--- src/rtl/seq_always_pkg.sv ---
// Shared types for the seq_always pipeline stage: occupancy states and source-select codes.
package seq_always_pkg;

  typedef enum logic [1:0] {
    EMPTY = 2'b00,
    FULL  = 2'b01,
    STALL = 2'b10
  } state_t;

  localparam logic [1:0] SEL_IN0 = 2'b00;
  localparam logic [1:0] SEL_IN1 = 2'b01;
  localparam logic [1:0] SEL_IN2 = 2'b10;
  localparam logic [1:0] SEL_IN3 = 2'b11;

  localparam int COUNT_W = 8;
  localparam int STALL_W = 4;

endpackage

--- src/rtl/seq_always_sat_counter.sv ---
// Saturating up-counter with synchronous clear; holds at MAX until cleared.
module seq_always_sat_counter #(
  parameter int W   = 4,
  parameter int MAX = 15
) (
  input  logic         clk,
  input  logic         rst,
  input  logic         inc,
  input  logic         clr,
  output logic [W-1:0] count
);

  // NOTE: sequential state uses non-blocking (<=) so every flop samples pre-edge values.
  always_ff @(posedge clk) begin
    if (rst || clr) begin
      count <= '0;
    end else if (inc && (count != W'(MAX))) begin
      count <= count + W'(1);
    end
  end

endmodule

--- src/rtl/seq_always_stage15_pipe.sv ---
// One-entry valid/ready register stage with 4:1 source select, accept counter and stall counter.
// Optional out_parity output is enabled by defining SEQ_ALWAYS_PARITY_EN.
module seq_always_stage15_pipe
  import seq_always_pkg::*;
#(
  parameter int WIDTH     = 4,
  parameter int STALL_MAX = 15
) (
  input  logic               clk,
  input  logic               rst,
  input  logic               in_valid,
  output logic               in_ready,
  input  logic [1:0]         sel,
  input  logic [WIDTH-1:0]   in0,
  input  logic [WIDTH-1:0]   in1,
  input  logic [WIDTH-1:0]   in2,
  input  logic [WIDTH-1:0]   in3,
  output logic               out_valid,
  input  logic               out_ready,
  output logic [WIDTH-1:0]   out_data,
  output logic [COUNT_W-1:0] out_count,
  output logic [STALL_W-1:0] stall_cnt
`ifdef SEQ_ALWAYS_PARITY_EN
  ,
  output logic               out_parity
`endif
);

  state_t           state;
  logic             accept;
  logic [WIDTH-1:0] sel_data;

  // The slot can take new data whenever it is empty or being drained this cycle.
  assign in_ready  = (state == EMPTY) || out_ready;
  assign accept    = in_valid && in_ready;
  assign out_valid = (state != EMPTY);

  // NOTE: default assignment first keeps this purely combinational (no latch).
  always_comb begin
    sel_data = in0;
    case (sel)
      SEL_IN0: sel_data = in0;
      SEL_IN1: sel_data = in1;
      SEL_IN2: sel_data = in2;
      SEL_IN3: sel_data = in3;
      default: sel_data = in0;
    endcase
  end

  always_ff @(posedge clk) begin
    if (rst) begin
      state     <= EMPTY;
      out_data  <= '0;
      out_count <= '0;
    end else begin
      case (state)
        EMPTY: if (accept) state <= FULL;
        default: begin
          if (!out_ready)  state <= STALL;
          else if (accept) state <= FULL;
          else             state <= EMPTY;
        end
      endcase
      if (accept) begin
        out_data  <= sel_data;
        out_count <= out_count + COUNT_W'(1);
      end
    end
  end

`ifdef SEQ_ALWAYS_PARITY_EN
  always_ff @(posedge clk) begin
    if (rst)         out_parity <= 1'b0;
    else if (accept) out_parity <= ^sel_data;
  end
`endif

  seq_always_sat_counter #(
    .W   (STALL_W),
    .MAX (STALL_MAX)
  ) u_stall_cnt (
    .clk   (clk),
    .rst   (rst),
    .inc   (out_valid && !out_ready),
    .clr   (out_ready || (state == EMPTY)),
    .count (stall_cnt)
  );

endmodule

--- config.mk ---
export PLATFORM = sky130hd
export DESIGN_NAME = seq_always_stage15_pipe
export DESIGN_NICKNAME = d
export VERILOG_FILES = /design/src/rtl/seq_always_pkg.sv /design/src/rtl/seq_always_sat_counter.sv /design/src/rtl/seq_always_stage15_pipe.sv
export SDC_FILE = /design/constraint.sdc
export NUM_CORES = 1
export LEC_CHECK = 0
export BUFFER_PORTS_ARGS = -buffer_cell sky130_fd_sc_hd__buf_2
export CORE_AREA = 10 10 55 57
export DETAILED_ROUTE_END_ITERATION = 8
export DIE_AREA = 0 0 65 67
export PLACE_DENSITY = 0.76
export REMOVE_ABC_BUFFERS = 1
export SLEW_MARGIN = 20
export SYNTH_ARGS = -nofsm -noshare
export SYNTH_HDL_FRONTEND = slang
export SYNTH_SLANG_ARGS = --single-unit
--- constraint.sdc ---
create_clock -name clk -period 1.9 [get_ports clk]
set_clock_uncertainty 0.1 [all_clocks]
set_input_delay 0.285 -clock clk [delete_from_list [all_inputs] [get_ports clk]]
set_output_delay 0.285 -clock clk [all_outputs]
set_load 0.02 [all_outputs]
* After elaboration in Yosys (flattened, before gate mapping) *
Cells that the tools add are included.
W data, S select, Z words.

cells by class
  add/sub/neg operators = 2
  eq/ne operators = 5
  muxes and demuxes = 5
  reductions and logical operators = 9

operators by type and width
  operator               count
  $pmux W4 S4            1
  $add A8 B1 Y8 const B  1
  $mux W2                3
  $add A4 B1 Y4 const B  1
  $eq A2 B2 Y1 const B   2
  $logic_not A2 Y1       2
  $ne A4 B4 Y1 const B   1
  $logic_and A1 B1 Y1    3
  $eq A2 B1 Y1 const B   1
  $logic_or A1 B1 Y1     2
  $ne A2 B2 Y1 const B   1
  $reduce_bool A2 Y1     1
  $logic_not A1 Y1       1
  $mux W1                1

storage, ports and cells
  register bits after elaboration = 18
  input bits = 22
  output and inout bits = 18
  logic and storage cells = 25

* Longest topological paths before layout *
  word-level depth = 6
  depth in mapped cells = 5

* Hierarchy *
From an unflattened synthesis, not the netlist that was laid out.

second synthesis, totals
  cell total of the unflattened synthesis = 97
  area, all modules = 929.6 sq um

by module, submodules not included
  module                   instances  cells each  area an instance (sq um)
  seq_always_stage15_pipe  1          76          719.4
  seq_always_sat_counter   1          21          210.2

* Least setup slack after synthesis *
OpenSTA, ideal clock, no wires.

  path type = reg2reg
  from = register out_count[3]
  to = register out_count[7]
  library setup time = 0.123 ns
  arrival time = 1.270 ns
  setup slack = 0.406 ns
  stages on the path, launching flop included = 4
  clock period less this slack = 1.494 ns
  cells stage by stage = dfxtp_1 -> nand3_1 -> nor4_1 -> mux2_1

on the way
  cells in the longest elaborated chain, start to end = 1

RTL lines
  item                      line                           RTL
  start: declaration        seq_always_stage15_pipe.sv:21  output logic [COUNT_W-1:0] out_count,
  start signal: assignment  seq_always_stage15_pipe.sv:66  out_count <= out_count + COUNT_W'(1);
  $add A8 B1 Y8             seq_always_stage15_pipe.sv:66

No other way between the ends.
A chain may end at the register's enable or synchronous reset.

* Worst setup path in the final report *
  from = register state[0]
  to = output port in_ready

on the way
  cells in the longest elaborated chain, start to end = 2

RTL lines
  item                      line                           RTL
  start: declaration        seq_always_stage15_pipe.sv:29  state_t state;
  start signal: assignment  seq_always_stage15_pipe.sv:52  state <= EMPTY;
  start signal: assignment  seq_always_stage15_pipe.sv:57  EMPTY: if (accept) state <= FULL;
  start signal: assignment  seq_always_stage15_pipe.sv:59  if (!out_ready) state <= STALL;
  $logic_not A2 Y1          seq_always_stage15_pipe.sv:34  assign in_ready = (state == EMPTY) || out_ready;
  $logic_or A1 B1 Y1        seq_always_stage15_pipe.sv:34
  end: declaration          seq_always_stage15_pipe.sv:12  output logic in_ready,

No other way between the ends.

==> flow_summary.json <==
{
  "clock-root-buffer": "clkbuf_4",
  "grt_max_degree": 18,
  "routed_via_density": 5.283,
  "timing.fmax_mhz": 619.1,
  "drive_above_1_share_pct": 38.64,
  "grt-ovfl-total": 0,
  "dp_hpwl_um": 1791,
  "slew-limit-headroom_pct": 80.00,
  "cts.path.max_buffers": 2,
  "p_leak_nw": 0.5169,
  "clock_latency_ps": 290,
  "crit_type": "reg2out",
  "synth_top_area_share_pct": 41.50,
  "fin_crit_sh_pct": 85.01,
  "drc": 0,
  "final-hold-violation-count": 0,
  "ys_warn_count": 0,
  "cts_buffers": 3,
  "synth_cell_types": 28,
  "postSynth.asyncResetShare_pct": 0,
  "hp-start": "in_valid",
  "antenna_found_initial": 0,
  "outcome": "finished, final reports clean",
  "die_y_um": 67,
  "end_kind": "output port",
  "grt_pass1_wl_um": 3670,
  "cts.reportedPaths.clkPinSlew_ps": 100,
  "synth_seq_cells": 18,
  "io_pins": 40,
  "fp.dieW_um": 65,
  "start_util_pct": 44.72,
  "p_per_area_mw_per_mm2": 667.4,
  "maxCapViolCount": 0,
  "hp-class": "in2reg",
  "syn-instance-count": 93,
  "cp_max_fo": 9,
  "tns_ps": 0,
  "fp.coreArea_sq_mm": 0.001942,
  "cp.required_ps": 1510,
  "min_to": "out_data[1]",
  "irDropWorstVdd_mv": 0.3743,
  "gp_congestion": 0.7264,
  "ys_seq_area_share_pct": 41.50,
  "cell_internal_pwr_mw": 0.5589,
  "fillers": 199,
  "fin_crit_ps": 1615,
  "first_pass_iters": 4,
  "cp_data_arrival_time_ps": 1230,
  "reg2reg_depth": 4,
  "cts-resized-gates": 0,
  "track_usage_pct": 10.48,
  "rsz0062_at_grt": "false",
  "slew_violations": 0,
  "p_total_mw": 0.7432,
  "die_area_sq_mm": 0.004355,
  "vias": 840,
  "yosysMostFrequentCell": "dfxtp_1",
  "cp-start-kind": "register",
  "final_antenna_net_count": 0,
  "place_area_sq_mm": 0.001077,
  "whs_path_depth": 3,
  "wirelength_um": 2189,
  "synthTopCellsByArea": "dfxtp_1 41%, mux4_2 10%, nand3_1 6.9%",
  "synthTopCellsByCount": "18 x dfxtp_1, 12 x nand3_1, 9 x a21oi_1",
  "layout.cells.non_filler": 159,
  "synth_area_per_cell_sq_um": 9.337,
  "antenna-diode-count": 0,
  "setup_viol": 0,
  "switching_share_pct": 24.80,
  "io_buffers": 39,
  "grt_pass1_vias": 875,
  "synth_edf_count": 0,
  "syn2layout_area_growth_pct": 28.24,
  "p_sw_mw": 0.1843,
  "worst_pin_slew_ps": 300.0,
  "drt_first_iter_violations": 6,
  "path_cells": "o21ba_1 > inv_2 > buf_2",
  "synth_ff_type": "dfxtp_1",
  "cts_htree_levels": 1,
  "synth_area_sq_um": 868.3,
  "reg2reg_slack_ps": 310,
  "cts_tree": "built",
  "rr_startpoint": "state[0]",
  "cts_hold_buffers": 0,
  "clock-sinks": 18,
  "clkPwrFrac_pct": 31.2,
  "post_drt_wl_per_cell_um": 13.77,
  "combinationalPowerShare_pct": 15.3,
  "design_area_sq_mm": 0.001114,
  "nets": 157,
  "synth.largest_area_cell": "dfxtp_1",
  "cpPeakStageDelay_ps": 330,
  "place_inst": 155,
  "fp-row-count": 16,
  "power_frac_seq_pct": 53.5,
  "r2r_end": "out_count[5]",
  "critical-path-slowest-cell": "dfxtp_1",
  "cts_setup_buffers": 0
}
==> state kept, by name (all words and copies together) (netlist names) <==
register           cells
state                  2
out_count              8
out_data               4
u_stall_cnt.count      4
==> layout make-up <==
type / instances / area, sq um / area share [%]
inverters: 3 / 11.26 / 1.011
flip-flops and latches: 18 / 360.3 / 32.36
clock buffers: 4 / 36.28 / 3.258
well taps: 27 / 33.78 / 3.034
repair buffers: 40 / 202.7 / 18.20
multi-input cells: 67 / 469.2 / 42.13
==> critical path, delay by kind of cell (launching register included) <==
family	cells	cell delay [ps]
flops	1	330
compound gates	1	310
buf+inv	2	300
==> power by group through the flow <==
stage / sequential (mW) / combinational (mW) / clock, mW
3_3_place_gp: 0.406 / 0.112 / 0
4_1_cts: 0.398 / 0.116 / 0.240
2_1_floorplan: 0.419 / 0.0483 / 0
5_1_grt: 0.400 / 0.127 / 0.256
3_5_place_dp: 0.407 / 0.115 / 0
6_report: 0.398 / 0.114 / 0.232
==> cells by family (layout without fill, tap and decap cells) <==
logic type,count (synthesis),after routing,synth area share [%]
compound gates,20,20,13.11
xor+xnor,1,1,1.009
fa+ha+maj,2,2,2.881
buf+inv,8,47,4.466
flops,18,18,41.50
mux,8,8,15.42
simple gates,36,36,21.62
==> metrics by stage <==
| step | util [%] | hold slack, ps | worst slack [ps] |
|---|---|---|---|
| after floorplan | - | 254.1 | 351.3 |
| after global placement | 55.48 | 367.7 | 333.8 |
| after detailed placement | 55.48 | 365.3 | 279.0 |
| after CTS | 57.35 | 197.6 | 260.6 |
| after global routing | 57.35 | 217.5 | 162.2 |
| final | 57.35 | 211.1 | 284.8 |
==> layer usage <==
metal | wire [um] | GRT usage, % | part of all wire, %
met4 | 27 | 6.417 | 1.2
met3 | 186 | 4.013 | 8.5
met2 | 1094 | 17.98 | 50
met1 | 880 | 10.60 | 40
met5 | 0 | 0 | 0
==> worst max-delay path by stage <==
stage | slack, ps | endpoint | from
2_1_floorplan | 350 | out_count[2] | out_ready
3_3_place_gp | 330 | out_count[5] | out_ready
3_5_place_dp | 280 | out_count[5] | out_ready
4_1_cts | 260 | in_ready | state[0]
5_1_grt | 160 | in_ready | state[0]
6_report | 280 | in_ready | state[0]
==> placed cells by master (no fill, tap or decap), drive strengths merged, types with 4 or more instances in the layout <==
| cell type | n |
|---|---|
| mux4 | 4 |
| nor2 | 7 |
| clkbuf | 4 |
| o21ai | 6 |
| nand3 | 12 |
| a21oi | 9 |
| dfxtp | 18 |
| buf | 40 |
| nor3 | 4 |
(Power assumes the default switching activity.)
